**src/rtl/stream_demux.sv**
```systemverilog
// stream_demux: registered 1-to-NUM_OUT demultiplexer for a valid/ready
// stream. Each accepted word is steered by in_sel into a small per-output
// circular FIFO; every output drains independently under its own ready.
//
// Optional feature: define STREAM_DEMUX_BCAST_EN to add the in_bcast port.
// A broadcast word ignores in_sel, needs room in every FIFO and is written
// into all of them on the same edge.
//
// Ports:
//   clk        clock, all state updates on the rising edge
//   reset      asynchronous active-high reset, empties every FIFO
//   in_data    input word
//   in_sel     destination channel index for in_data
//   in_valid   input word present
//   in_bcast   (STREAM_DEMUX_BCAST_EN only) write the word to all channels
//   in_ready   the word addressed by in_sel can be taken this cycle
//   out_data   packed channel heads, channel k at [k*WIDTH +: WIDTH]
//   out_valid  channel k head entry valid
//   out_ready  consumer k takes its head entry
//   err_sel    one-cycle pulse: a word with out-of-range in_sel was dropped
module stream_demux #(
  parameter int unsigned WIDTH   = 8,
  parameter int unsigned NUM_OUT = 2,
  parameter int unsigned DEPTH   = 2,
  localparam int unsigned SEL_W  = $clog2(NUM_OUT)
) (
  input  logic                     clk,
  input  logic                     reset,
  input  logic [WIDTH-1:0]         in_data,
  input  logic [SEL_W-1:0]         in_sel,
  input  logic                     in_valid,
`ifdef STREAM_DEMUX_BCAST_EN
  input  logic                     in_bcast,
`endif
  output logic                     in_ready,
  output logic [NUM_OUT*WIDTH-1:0] out_data,
  output logic [NUM_OUT-1:0]       out_valid,
  input  logic [NUM_OUT-1:0]       out_ready,
  output logic                     err_sel
);

  localparam int unsigned PTR_W = (DEPTH > 1) ? $clog2(DEPTH) : 1;
  localparam int unsigned CNT_W = $clog2(DEPTH + 1);

  logic [WIDTH-1:0] mem    [NUM_OUT][DEPTH];
  logic [PTR_W-1:0] rd_ptr [NUM_OUT];
  logic [PTR_W-1:0] wr_ptr [NUM_OUT];
  logic [CNT_W-1:0] count  [NUM_OUT];

  logic [NUM_OUT-1:0] hit;
  logic [NUM_OUT-1:0] full;
  logic [NUM_OUT-1:0] push;
  logic [NUM_OUT-1:0] pop;
  logic               in_range;
  logic               bcast;
  logic               accept;
  logic               drop;

  function automatic logic [PTR_W-1:0] ptr_next(input logic [PTR_W-1:0] p);
    return (p == PTR_W'(DEPTH - 1)) ? '0 : p + 1'b1;
  endfunction

`ifdef STREAM_DEMUX_BCAST_EN
  assign bcast = in_bcast;
`else
  assign bcast = 1'b0;
`endif

  // Select decode and per-channel status. in_ready only looks at in_sel
  // (or in_bcast) and registered state, never at in_valid or out_ready,
  // so a full channel refuses a push even while it is being popped.
  always_comb begin
    hit  = '0;
    full = '0;
    pop  = '0;
    for (int unsigned k = 0; k < NUM_OUT; k++) begin
      hit[k]  = (in_sel == SEL_W'(k));
      full[k] = (count[k] == CNT_W'(DEPTH));
      pop[k]  = (count[k] != '0) && out_ready[k];
    end
    in_range = |hit;
    if (bcast) begin
      in_ready = ~|full;
    end else if (in_range) begin
      in_ready = |(hit & ~full);
    end else begin
      in_ready = 1'b1;
    end
    accept = in_valid && in_ready;
    drop   = accept && !bcast && !in_range;
    push   = '0;
    for (int unsigned k = 0; k < NUM_OUT; k++) begin
      push[k] = accept && (bcast || hit[k]);
    end
  end

  always_ff @(posedge clk or posedge reset) begin
    if (reset) begin
      for (int unsigned k = 0; k < NUM_OUT; k++) begin
        rd_ptr[k] <= '0;
        wr_ptr[k] <= '0;
        count[k]  <= '0;
        for (int unsigned e = 0; e < DEPTH; e++) begin
          mem[k][e] <= '0;
        end
      end
      err_sel <= 1'b0;
    end else begin
      err_sel <= drop;
      for (int unsigned k = 0; k < NUM_OUT; k++) begin
        if (push[k]) begin
          mem[k][wr_ptr[k]] <= in_data;
          wr_ptr[k]         <= ptr_next(wr_ptr[k]);
        end
        if (pop[k]) begin
          rd_ptr[k] <= ptr_next(rd_ptr[k]);
        end
        case ({push[k], pop[k]})
          2'b10:   count[k] <= count[k] + 1'b1;
          2'b01:   count[k] <= count[k] - 1'b1;
          default: count[k] <= count[k];
        endcase
      end
    end
  end

  // Heads are read straight out of the storage registers.
  always_comb begin
    out_data  = '0;
    out_valid = '0;
    for (int unsigned k = 0; k < NUM_OUT; k++) begin
      out_data[k*WIDTH +: WIDTH] = mem[k][rd_ptr[k]];
      out_valid[k]               = (count[k] != '0);
    end
  end

endmodule

```
**config.mk**
```make
export PLATFORM = sky130hd
export DESIGN_NAME = stream_demux
export DESIGN_NICKNAME = d
export VERILOG_FILES = /design/src/rtl/stream_demux.sv
export SDC_FILE = /design/constraint.sdc
export NUM_CORES = 1
export LEC_CHECK = 0
export BUFFER_PORTS_ARGS = -buffer_cell sky130_fd_sc_hd__buf_2
export CORE_ASPECT_RATIO = 1.1
export CORE_MARGIN = 2
export CORE_UTILIZATION = 50
export DETAILED_ROUTE_END_ITERATION = 8
export PLACE_DENSITY = 0.73
export SYNTH_ARGS = -nofsm -noshare
export SYNTH_HDL_FRONTEND = slang
export SYNTH_SLANG_ARGS = --single-unit
```
**constraint.sdc**
```tcl
create_clock -name clk -period 4.53 [get_ports clk]
set_input_delay 0.2265 -clock clk [delete_from_list [all_inputs] [get_ports clk]]
set_output_delay 0.2265 -clock clk [all_outputs]
set_load 0.005 [all_outputs]
```
### After elaboration in Yosys (flattened, before gate mapping)

Index checks and enable logic that the tools add are counted.

| cells by class | value |
|---|---|
| eq/ne operators | 6 |
| bitwise gates (word level) | 7 |
| magnitude comparators | 6 |
| multiplexer cells | 18 |
| add/subtract/negate cells | 8 |
| reductions and logical operators | 12 |

Operators by type and width:

| kind | number |
|---|---|
| $mux 8 | 8 |
| $bwmux 16 | 2 |
| $demux 8 s1 | 2 |
| $eq 2x2->1 const B | 4 |
| $ge 2x2->1 const B | 4 |
| $not 1->2 | 4 |
| $pmux 2 s2 | 2 |
| $reduce_bool 2->1 | 4 |
| $logic_and 1x1->1 | 7 |
| $add 1x1->1 const B | 4 |
| $add 2x1->2 const B | 2 |
| $eq 2x1->1 const B | 2 |
| $lt 2x1->1 const B | 2 |
| $mux 1 | 4 |
| $sub 2x1->2 const B | 2 |
| $and 2x2->2 | 1 |
| $not 2->2 | 1 |
| $reduce_or 2->1 | 1 |
| $not 1->1 | 1 |

| word-level totals | value |
|---|---|
| bits in registers | 40 |
| word-level logic and storage cells | 67 |
| bits of input ports | 14 |
| output and inout bits | 20 |

### Logic depth before layout (Yosys ltp)

Gate-level depths: netlist of run 1.

| logic depth | value |
|---|---|
| depth after elaboration | 8 |
| mapped depth | 6 |
| depth with buffers taken out | 6 |

### Worst setup path after synthesis of run 1

Ideal clock, no wire load.

| timing path | value |
|---|---|
| path type | reg2reg |
| from | register count[2] (netlist bit) |
| to | register count[3] (netlist bit) |
| required time | 4.451 ns |
| library setup time | 0.079 ns |
| period minus slack after synthesis | 1.560 ns |
| setup slack | 2.970 ns |
| arrival | 1.481 ns |
| cell stages (with the launch flop) | 6 |
| buffers on the path | 0 |
| path through | dfrtp_1 -> or2_2 -> and2_1 -> ha_1 -> nor2_1 -> xor2_1 |

| between the ends | value |
|---|---|
| elaborated cells between the ends (all ways) | 14 |
| those cells by class | 2 x add/sub; 3 x eq/ne; 1 x mux; 2 x bitwise; 6 x reduce/logical |

RTL lines:

| what | RTL line | RTL |
|---|---|---|
| start, declared | 48 | `logic [CNT_W-1:0] count [NUM_OUT];` |
| start signal, assigned by index | 119 | `2'b10: count[k] <= count[k] + 1'b1;` |
| start signal, assigned by index | 120 | `2'b01: count[k] <= count[k] - 1'b1;` |
| start signal, assigned by index | 121 | `default: count[k] <= count[k];` |
| $reduce_bool 2->1 * | n/a |  |
| named net out_valid[0] | 37 | `output logic [NUM_OUT-1:0] out_valid,` |
| $logic_and 1x1->1 * | 79 | `pop[k] = (count[k] != '0) && out_ready[k];` |
| named net pop[0] | 53 | `logic [NUM_OUT-1:0] pop;` |
| $eq 2x1->1 / $eq 2x2->1 (equally long branches) | 118 | `case ({push[k], pop[k]})` |
| $pmux 2 s2 / $reduce_bool 2->1 (equally long branches) | n/a |  |

The timed path passes the listed nets; every way through them passes the cells marked *.
A chain may end at the register's enable or synchronous reset.

### Worst setup path after layout of run 1

| timing path | value |
|---|---|
| from | register count[2] (netlist bit) |
| to | register count[3] (netlist bit) |

| between the ends | value |
|---|---|
| elaborated cells between the ends (all ways) | 14 |
| those cells by class | 2 x add/sub; 3 x eq/ne; 1 x mux; 2 x bitwise; 6 x reduce/logical |

RTL lines:

| what | RTL line |
|---|---|
| $reduce_bool 2->1 * | 79 |
| $logic_and 1x1->1 * | 79 |
| named net pop[0] | 53 |
| $eq 2x1->1 / $eq 2x2->1 (equally long branches) | 118 |
| $pmux 2 s2 / $reduce_bool 2->1 (equally long branches) | n/a |

Marks and branches as above.

==> results of run 1 <==
logic make-up (layout without fill, tap and decap cells):
kind of cell / count (synthesis) / count (layout) / synth area share, %
and+or+nand+nor: 19 / 19 / 7.52
other: 1 / 1 / 0.201
muxes: 48 / 48 / 30.6
buffers and inverters: 5 / 41 / 1.61
DFF: 40 / 40 / 53.7
adders and majority gates: 2 / 2 / 1.34
xor gates and xnor gates: 10 / 10 / 4.70
AOI/OAI and AO/OA: 1 / 1 / 0.268
power groups by stage:
stage	clock network (mW)	registers, mW	logic (mW)
6_report	0.212	0.691	0.619
5_1_grt	0.236	0.718	0.684
4_1_cts	0.220	0.691	0.633
3_5_place_dp	0	0.696	0.629
3_3_place_gp	0	0.678	0.603
2_1_floorplan	0	0.624	0.480
placed cells by master, fill, tap and decap left out, types with 2 or more instances in the layout:
master and n:
sky130_fd_sc_hd__dfrtp_1 40, sky130_fd_sc_hd__mux2_2 32, sky130_fd_sc_hd__buf_2 32, sky130_fd_sc_hd__mux2_1 8, sky130_fd_sc_hd__mux2_4 8, sky130_fd_sc_hd__xnor2_1 6, sky130_fd_sc_hd__clkbuf_8 5, sky130_fd_sc_hd__xor2_1 4
sky130_fd_sc_hd__nand2b_1 3, sky130_fd_sc_hd__nor2_1 3, sky130_fd_sc_hd__nor3_4 2, sky130_fd_sc_hd__or2_2 2, sky130_fd_sc_hd__and2_1 2, sky130_fd_sc_hd__ha_1 2
cell usage after synthesis:
library cell,count,area share [%]
sky130_fd_sc_hd__nor2b_1,1,0.34
sky130_fd_sc_hd__clkbuf_1,2,0.40
sky130_fd_sc_hd__nor3_4,2,1.7
sky130_fd_sc_hd__mux2_1,8,4.8
sky130_fd_sc_hd__mux2_2,32,19
sky130_fd_sc_hd__or2_2,2,0.67
sky130_fd_sc_hd__buf_4,1,0.40
sky130_fd_sc_hd__inv_1,1,0.20
sky130_fd_sc_hd__nand3_1,1,0.27
sky130_fd_sc_hd__or3b_1,1,0.47
sky130_fd_sc_hd__dfrtp_1,40,54
sky130_fd_sc_hd__nand4_1,1,0.34
sky130_fd_sc_hd__nand2_1,1,0.20
sky130_fd_sc_hd__xor2_1,4,1.9
sky130_fd_sc_hd__xnor2_1,6,2.8
sky130_fd_sc_hd__nor2b_2,1,0.47
sky130_fd_sc_hd__buf_6,1,0.60
sky130_fd_sc_hd__mux2_4,8,6.4
sky130_fd_sc_hd__a21oi_1,1,0.27
sky130_fd_sc_hd__conb_1,1,0.20
sky130_fd_sc_hd__nor2_1,3,0.60
sky130_fd_sc_hd__ha_1,2,1.3
sky130_fd_sc_hd__nand2b_1,3,1.0
sky130_fd_sc_hd__nand2b_4,1,0.74
sky130_fd_sc_hd__and2_1,2,0.67
through the flow:
stage                     std cells  util (%)  hold slack [ns]  worst slack [ns]  instance area, um^2
after floorplan                 126         -            0.361              2.97                 1860
after global placement          205      57.5            0.363              2.88                 2070
after detailed placement        205      57.5            0.373              2.82                 2070
after global routing            212      59.6            0.113              2.73                 2140
final                           212      59.6           0.0555              2.81                 2140
after CTS                       212      59.6           0.0691              2.81                 2140
metal layers:
metal  vias to the layer above  wire length [um]
met1                       560              1390
met4                         0                19
met5                         -                 0
met2                        23              1900
met3                         2               139
li1                        508                 -
critical path, stage by stage, from the launching register on:
cell and delay [ns]:
sky130_fd_sc_hd__dfrtp_1 0.46, sky130_fd_sc_hd__or2_2 0.33, sky130_fd_sc_hd__and2_1 0.19, sky130_fd_sc_hd__ha_1 0.32
sky130_fd_sc_hd__nor2_1 0.17, sky130_fd_sc_hd__xor2_1 0.17
flip-flops by register name, indices dropped and copies added (netlist names):
register and cells:
mem 32, count 4, wr_ptr 2, rd_ptr 2
cell type report:
type / instances / area [um^2] / area share (%)
clock buffers: 6 / 72.6 / 3.38
clock inverters: 1 / 5.00 / 0.233
inverters: 1 / 3.75 / 0.175
multi-input cells: 81 / 832 / 38.8
flip-flops and latches: 40 / 1000 / 46.7
well taps: 50 / 62.6 / 2.92
repair buffers: 33 / 168 / 7.82
worst min path at each step:
stage / end / slack (ns) / from
floorplan: mem[14]$_DFFE_PP0P_ / 0.36 / in_data[6]
global placement: count[2]$_DFFE_PP0P_ / 0.36 / reset
detailed placement: wr_ptr[0]$_DFFE_PP0N_ / 0.37 / reset
CTS: count[0]$_DFFE_PP0P_ / 0.07 / reset
global route: mem[22]$_DFFE_PP0P_ / 0.11 / reset
finish: mem[11]$_DFFE_PP0P_ / 0.06 / reset
==> impl_metrics.ini, run 1 <==
[cts]
clock-root-buffer = sky130_fd_sc_hd__clkbuf_8
insertion_delay_to_the_later_sink_of_the_worst_skew_pair_ns = 0.28
postCtsSetupRepairBufs = 0
tritoncts.num_buffers = 5
clockBufferDepth = 2
htree_levels = 2
path_clk_slew_ns = 0.07
clkSinkCount = 40
post_cts_hold_buffer_count = 0
post_cts_resize_count = 0
clock_tree_from_tritoncts = yes

[global_routing]
antenna_found_initial = 0
groute.usage.overall_pct = 18.3
grt-ovfl-total = 0
grt_use_met1_pct = 20.6
grt_pass1_wl_mm = 5.87
grt_pass1_vias = 1225
largest_net_degree_at_the_start_of_global_routing = 41
globalRouteMet3Util_pct = 4.93
grt-busiest-layer = met2
met2_usage_pct = 35.1

[drt]
detail_route.drc_violations = 0
vias = 1093
drt_iter0_drcs = 48
viasPerCell = 5.16
wire_per_inst_um = 16.3
totalWireLength_mm = 3.45
drt_first_pass_iters = 4
final_antenna_violating_net_count = 0

[flow_run]
max_cap_violations = 0

[power_and_ir_drop]
p_sw_mw = 0.478
power_leakage_nw = 0.991
power.density_cell_area_nw_per_um2 = 710
power.share.sequential_pct = 45.4
vdd_ir_drop_max_mv = 0.312
clock_power_share_pct = 13.9
fin_total_pwr_mw = 1.52
p_sw_share_pct = 31.4
internal_power_mw = 1.04
comb_power_share_pct = 40.7

[placement]
port_buffers = 32
gp_congestion = 0.733
detailedPlacementHpwl_mm = 2.48

[setup_path]
critical_path.endpoint = count[3]$_DFFE_PP0P_
critical_path.reg2reg.endpoint = count[3]$_DFFE_PP0P_
r2r_cells = 5
worst-endpoint-required_ns = 4.73
timing.setup.critical_path_class = flop to flop
regToRegStartpoint = count[2]$_DFFE_PP0P_
r2r_slack_ns = 2.81
crit_fanout = 5
arrival_ns = 1.92
crit_start = count[2]$_DFFE_PP0P_
crit_path_start_kind = flop
cp-end-kind = flop

[timing]
hold_violations = 0
grt_setup_unrepaired = false
layout_worst_path_cycle_share_pct = 37.9
finalMaxSlewViolations = 0
fin_setup_tns_ns = 0
timing.slew.headroom_pct = 61.1
timing_worst_slew_pin_value_ns = 0.582
setup_viol = 0
fmax_mhz = 582
finalCriticalPeriod_ns = 1.72
worst_clk_skew_ns = 0.00319

[logic_synthesis]
yosysWarnings = 0
post_synthesis_sequential_element_count = 40
syn_nets = 142
mappedNetlistArea_um2 = 1860
syn-mean-instance-area_um2 = 14.8
synth_seq_area_share_pct = 53.7
synth_cell_type_count = 25
synthCells = 126

[final_layout]
num-fill-cells = 312
ant_diodes = 0
areaGrowthSynthToFinish_pct = 15.1
layout-drive-gt1-share_pct = 52.5
nNetsFinal = 178

[die]
number_of_rows_created_at_floorplan = 23
die_footprint_um2 = 4230
die_w_um = 62.2
num_io_pins = 34
die_h_um = 68.0
floorplan.initialDensity_pct = 51.8
placeableCoreArea_um2 = 3600

[run_status]
status = finished, final reports clean

[min_path]
min_path_type = primary input to asynchronous set/reset pin
No activity file was read; power rests on OpenSTA's default activity.
==> inputs of run 2 (changes only) <==
--- a/config.mk
+++ b/config.mk
@@ -8,9 +8,9 @@
 export BUFFER_PORTS_ARGS = -buffer_cell sky130_fd_sc_hd__buf_2
 export CORE_ASPECT_RATIO = 1.1
 export CORE_MARGIN = 2
-export CORE_UTILIZATION = 50
+export CORE_UTILIZATION = 49
 export DETAILED_ROUTE_END_ITERATION = 8
-export PLACE_DENSITY = 0.73
+export PLACE_DENSITY = 0.74
 export SYNTH_ARGS = -nofsm -noshare
 export SYNTH_HDL_FRONTEND = slang
 export SYNTH_SLANG_ARGS = --single-unit
==> constraint.sdc (replaced) <==
create_clock -name clk -period 1.56 [get_ports clk]
set_input_delay 0.078 -clock clk [delete_from_list [all_inputs] [get_ports clk]]
set_output_delay 0.078 -clock clk [all_outputs]
set_load 0.005 [all_outputs]
==> impl_metrics.ini, run 2 (synthesized netlist as in run 1, its figures left out) <==
[run_status]
status = finished, final reports clean

[power_and_ir_drop]
power.share.sequential_pct = 37.4
power_leakage_nw = 1.11
clock_power_share_pct = 21.9
vdd_ir_drop_max_mv = 0.942
comb_power_share_pct = 40.7
internal_power_mw = 3.76
p_sw_mw = 1.47
p_sw_share_pct = 28.1
power.density_cell_area_nw_per_um2 = 2190

[final_layout]
num-fill-cells = 292
mostFrequentLayoutCell = sky130_fd_sc_hd__dfrtp_1
nNetsFinal = 191
multi_input_area_um2 = 887
most-common-layout-cells = sky130_fd_sc_hd__dfrtp_1, sky130_fd_sc_hd__mux2_2, sky130_fd_sc_hd__buf_2
layout.area.seq_um2 = 1000
ant_diodes = 0
areaGrowthSynthToFinish_pct = 28.3
regMostFlops = mem
top_regs = mem: 32 flops, count: 4 flops
fin_util_pct = 65.4
layout-drive-gt1-share_pct = 62.5
largest_reg_flops = 32

[setup_path]
r2r_slack_ns = 0.04
worst-endpoint-required_ns = 1.74
timing.setup.critical_path_class = flop to flop
cp-end-kind = flop
arrival_ns = 1.70
crit_path_start_kind = flop
crit_fanout = 5

[global_routing]
largest_net_degree_at_the_start_of_global_routing = 41
grt-ovfl-total = 0
grt_pass1_wl_mm = 5.55
groute.usage.overall_pct = 17.3
grt_pass1_vias = 1204
antenna_found_initial = 0

[cts]
path_clk_slew_ns = 0.07
insertion_delay_to_the_later_sink_of_the_worst_skew_pair_ns = 0.29
clock-root-buffer = sky130_fd_sc_hd__clkbuf_8
clockBufferDepth = 2
htree_levels = 2
clkSinkCount = 40
clock_tree_from_tritoncts = yes
tritoncts.num_buffers = 5

[timing]
grt_setup_unrepaired = true
hold_violations = 0
setup_viol = 0
fin_setup_tns_ns = 0
fmax_mhz = 656
finalCriticalPeriod_ns = 1.52
layout_worst_path_cycle_share_pct = 97.7
worst_clk_skew_ns = 0.00303
finalMaxSlewViolations = 0

[die]
num_io_pins = 34
number_of_rows_created_at_floorplan = 23
placeableCoreArea_um2 = 3650
die_w_um = 62.8
floorplan.initialDensity_pct = 51.0
die_footprint_um2 = 4310
die_h_um = 68.7

[placement]
detailedPlacementHpwl_mm = 2.40
port_buffers = 32
gp_congestion = 0.733

[drt]
wire_per_inst_um = 14.8
detail_route.drc_violations = 0
vias = 1144
drt_iter0_drcs = 41
drt_first_pass_iters = 3
final_antenna_violating_net_count = 0
totalWireLength_mm = 3.34
viasPerCell = 5.06

[min_path]
min_path_type = primary input to flop

[flow_run]
max_cap_violations = 0
==> run 2: cell count changes in the layout (fill, tap and decap cells not counted), moves of 2 or more <==
cell / previous run / this run
sky130_fd_sc_hd__nor2_2: 0 / 2
sky130_fd_sc_hd__buf_4: 1 / 11
sky130_fd_sc_hd__dfrtp_2: 0 / 2
sky130_fd_sc_hd__ha_1: 2 / 0
sky130_fd_sc_hd__nor2_1: 3 / 1
sky130_fd_sc_hd__and2_4: 0 / 2
sky130_fd_sc_hd__buf_6: 0 / 2
sky130_fd_sc_hd__and2_1: 2 / 0
sky130_fd_sc_hd__bufinv_16: 0 / 3
sky130_fd_sc_hd__ha_4: 0 / 2
sky130_fd_sc_hd__dfrtp_1: 40 / 38
==> run 2: final cells by class <==
type	instances	share of cell area [%]
multi-input cells	81	37.1
flip-flops and latches	40	42.0
inverters	1	0.157
clock buffers	5	2.88
repair buffers	46	11.5
well taps	50	2.62
clock inverters	3	3.77
==> run 2: path summary, 6_finish.rpt <==
| check | from | end | cells after the start |
|---|---|---|---|
| worst min register to register | mem[24]$_DFFE_PP0P_ | mem[24]$_DFFE_PP0P_ | 1 |
| worst max register to register | count[3]$_DFFE_PP0P_ | mem[19]$_DFFE_PP0P_ | 4 |
| worst max-delay path | count[3]$_DFFE_PP0P_ | mem[19]$_DFFE_PP0P_ | 4 |
| max in group asynchronous | reset | rd_ptr[0]$_DFFE_PP0P_ | 4 |
| min in group asynchronous | reset | mem[3]$_DFFE_PP0P_ | 4 |
| worst min-delay path | in_data[3] | mem[27]$_DFFE_PP0P_ | 2 |
==> run 2: per-layer routing <==
| metal | up-vias | share of wire (%) | track usage, % |
|---|---|---|---|
| met1 | 571 | 43 | 21.0 |
| met5 | - | 0 | 0 |
| li1 | 538 | - | - |
| met3 | 7 | 3.7 | 3.57 |
| met2 | 28 | 51 | 30.2 |
| met4 | 0 | 2.1 | 8.33 |
==> run 2: repair_timing <==
item,CTS,global route
setup buffers,1,0
gates cloned,0,0
resized for setup,2,13
endpoints found under the setup margin,2,19
pin swaps,3,4
hold buffers,1,0
endpoints found under the hold margin,40,0
==> run 2: worst max-delay path, stage by stage (launching register included) <==
cell,delay (ns)
sky130_fd_sc_hd__dfrtp_1,0.40
sky130_fd_sc_hd__nor2b_2,0.17
sky130_fd_sc_hd__or3b_4,0.41
sky130_fd_sc_hd__buf_6,0.15
sky130_fd_sc_hd__mux2_4,0.29
==> run 2: through the flow <==
stage               setup slack, ns  std cells  area, um^2  hold WS (ns)  power (mW)
global placement             0.0340        216        2150         0.212        3.85
CTS                         0.00218        226        2330        0.0485        5.16
floorplan                  0.000137        126        1860         0.207        3.21
detailed placement         -0.00502        216        2150         0.222        3.95
finish                       0.0360        226        2390        0.0511        5.23
global route               -0.00128        226        2390        0.0633        5.58
==> run 2: power by group through the flow <==
stage,combinational (mW),sequential [mW],clock (mW)
2_1_floorplan,1.39,1.81,0
5_1_grt,2.33,2.04,1.21
6_report,2.13,1.95,1.15
4_1_cts,2.03,1.95,1.17
3_3_place_gp,1.92,1.93,0
3_5_place_dp,1.98,1.98,0
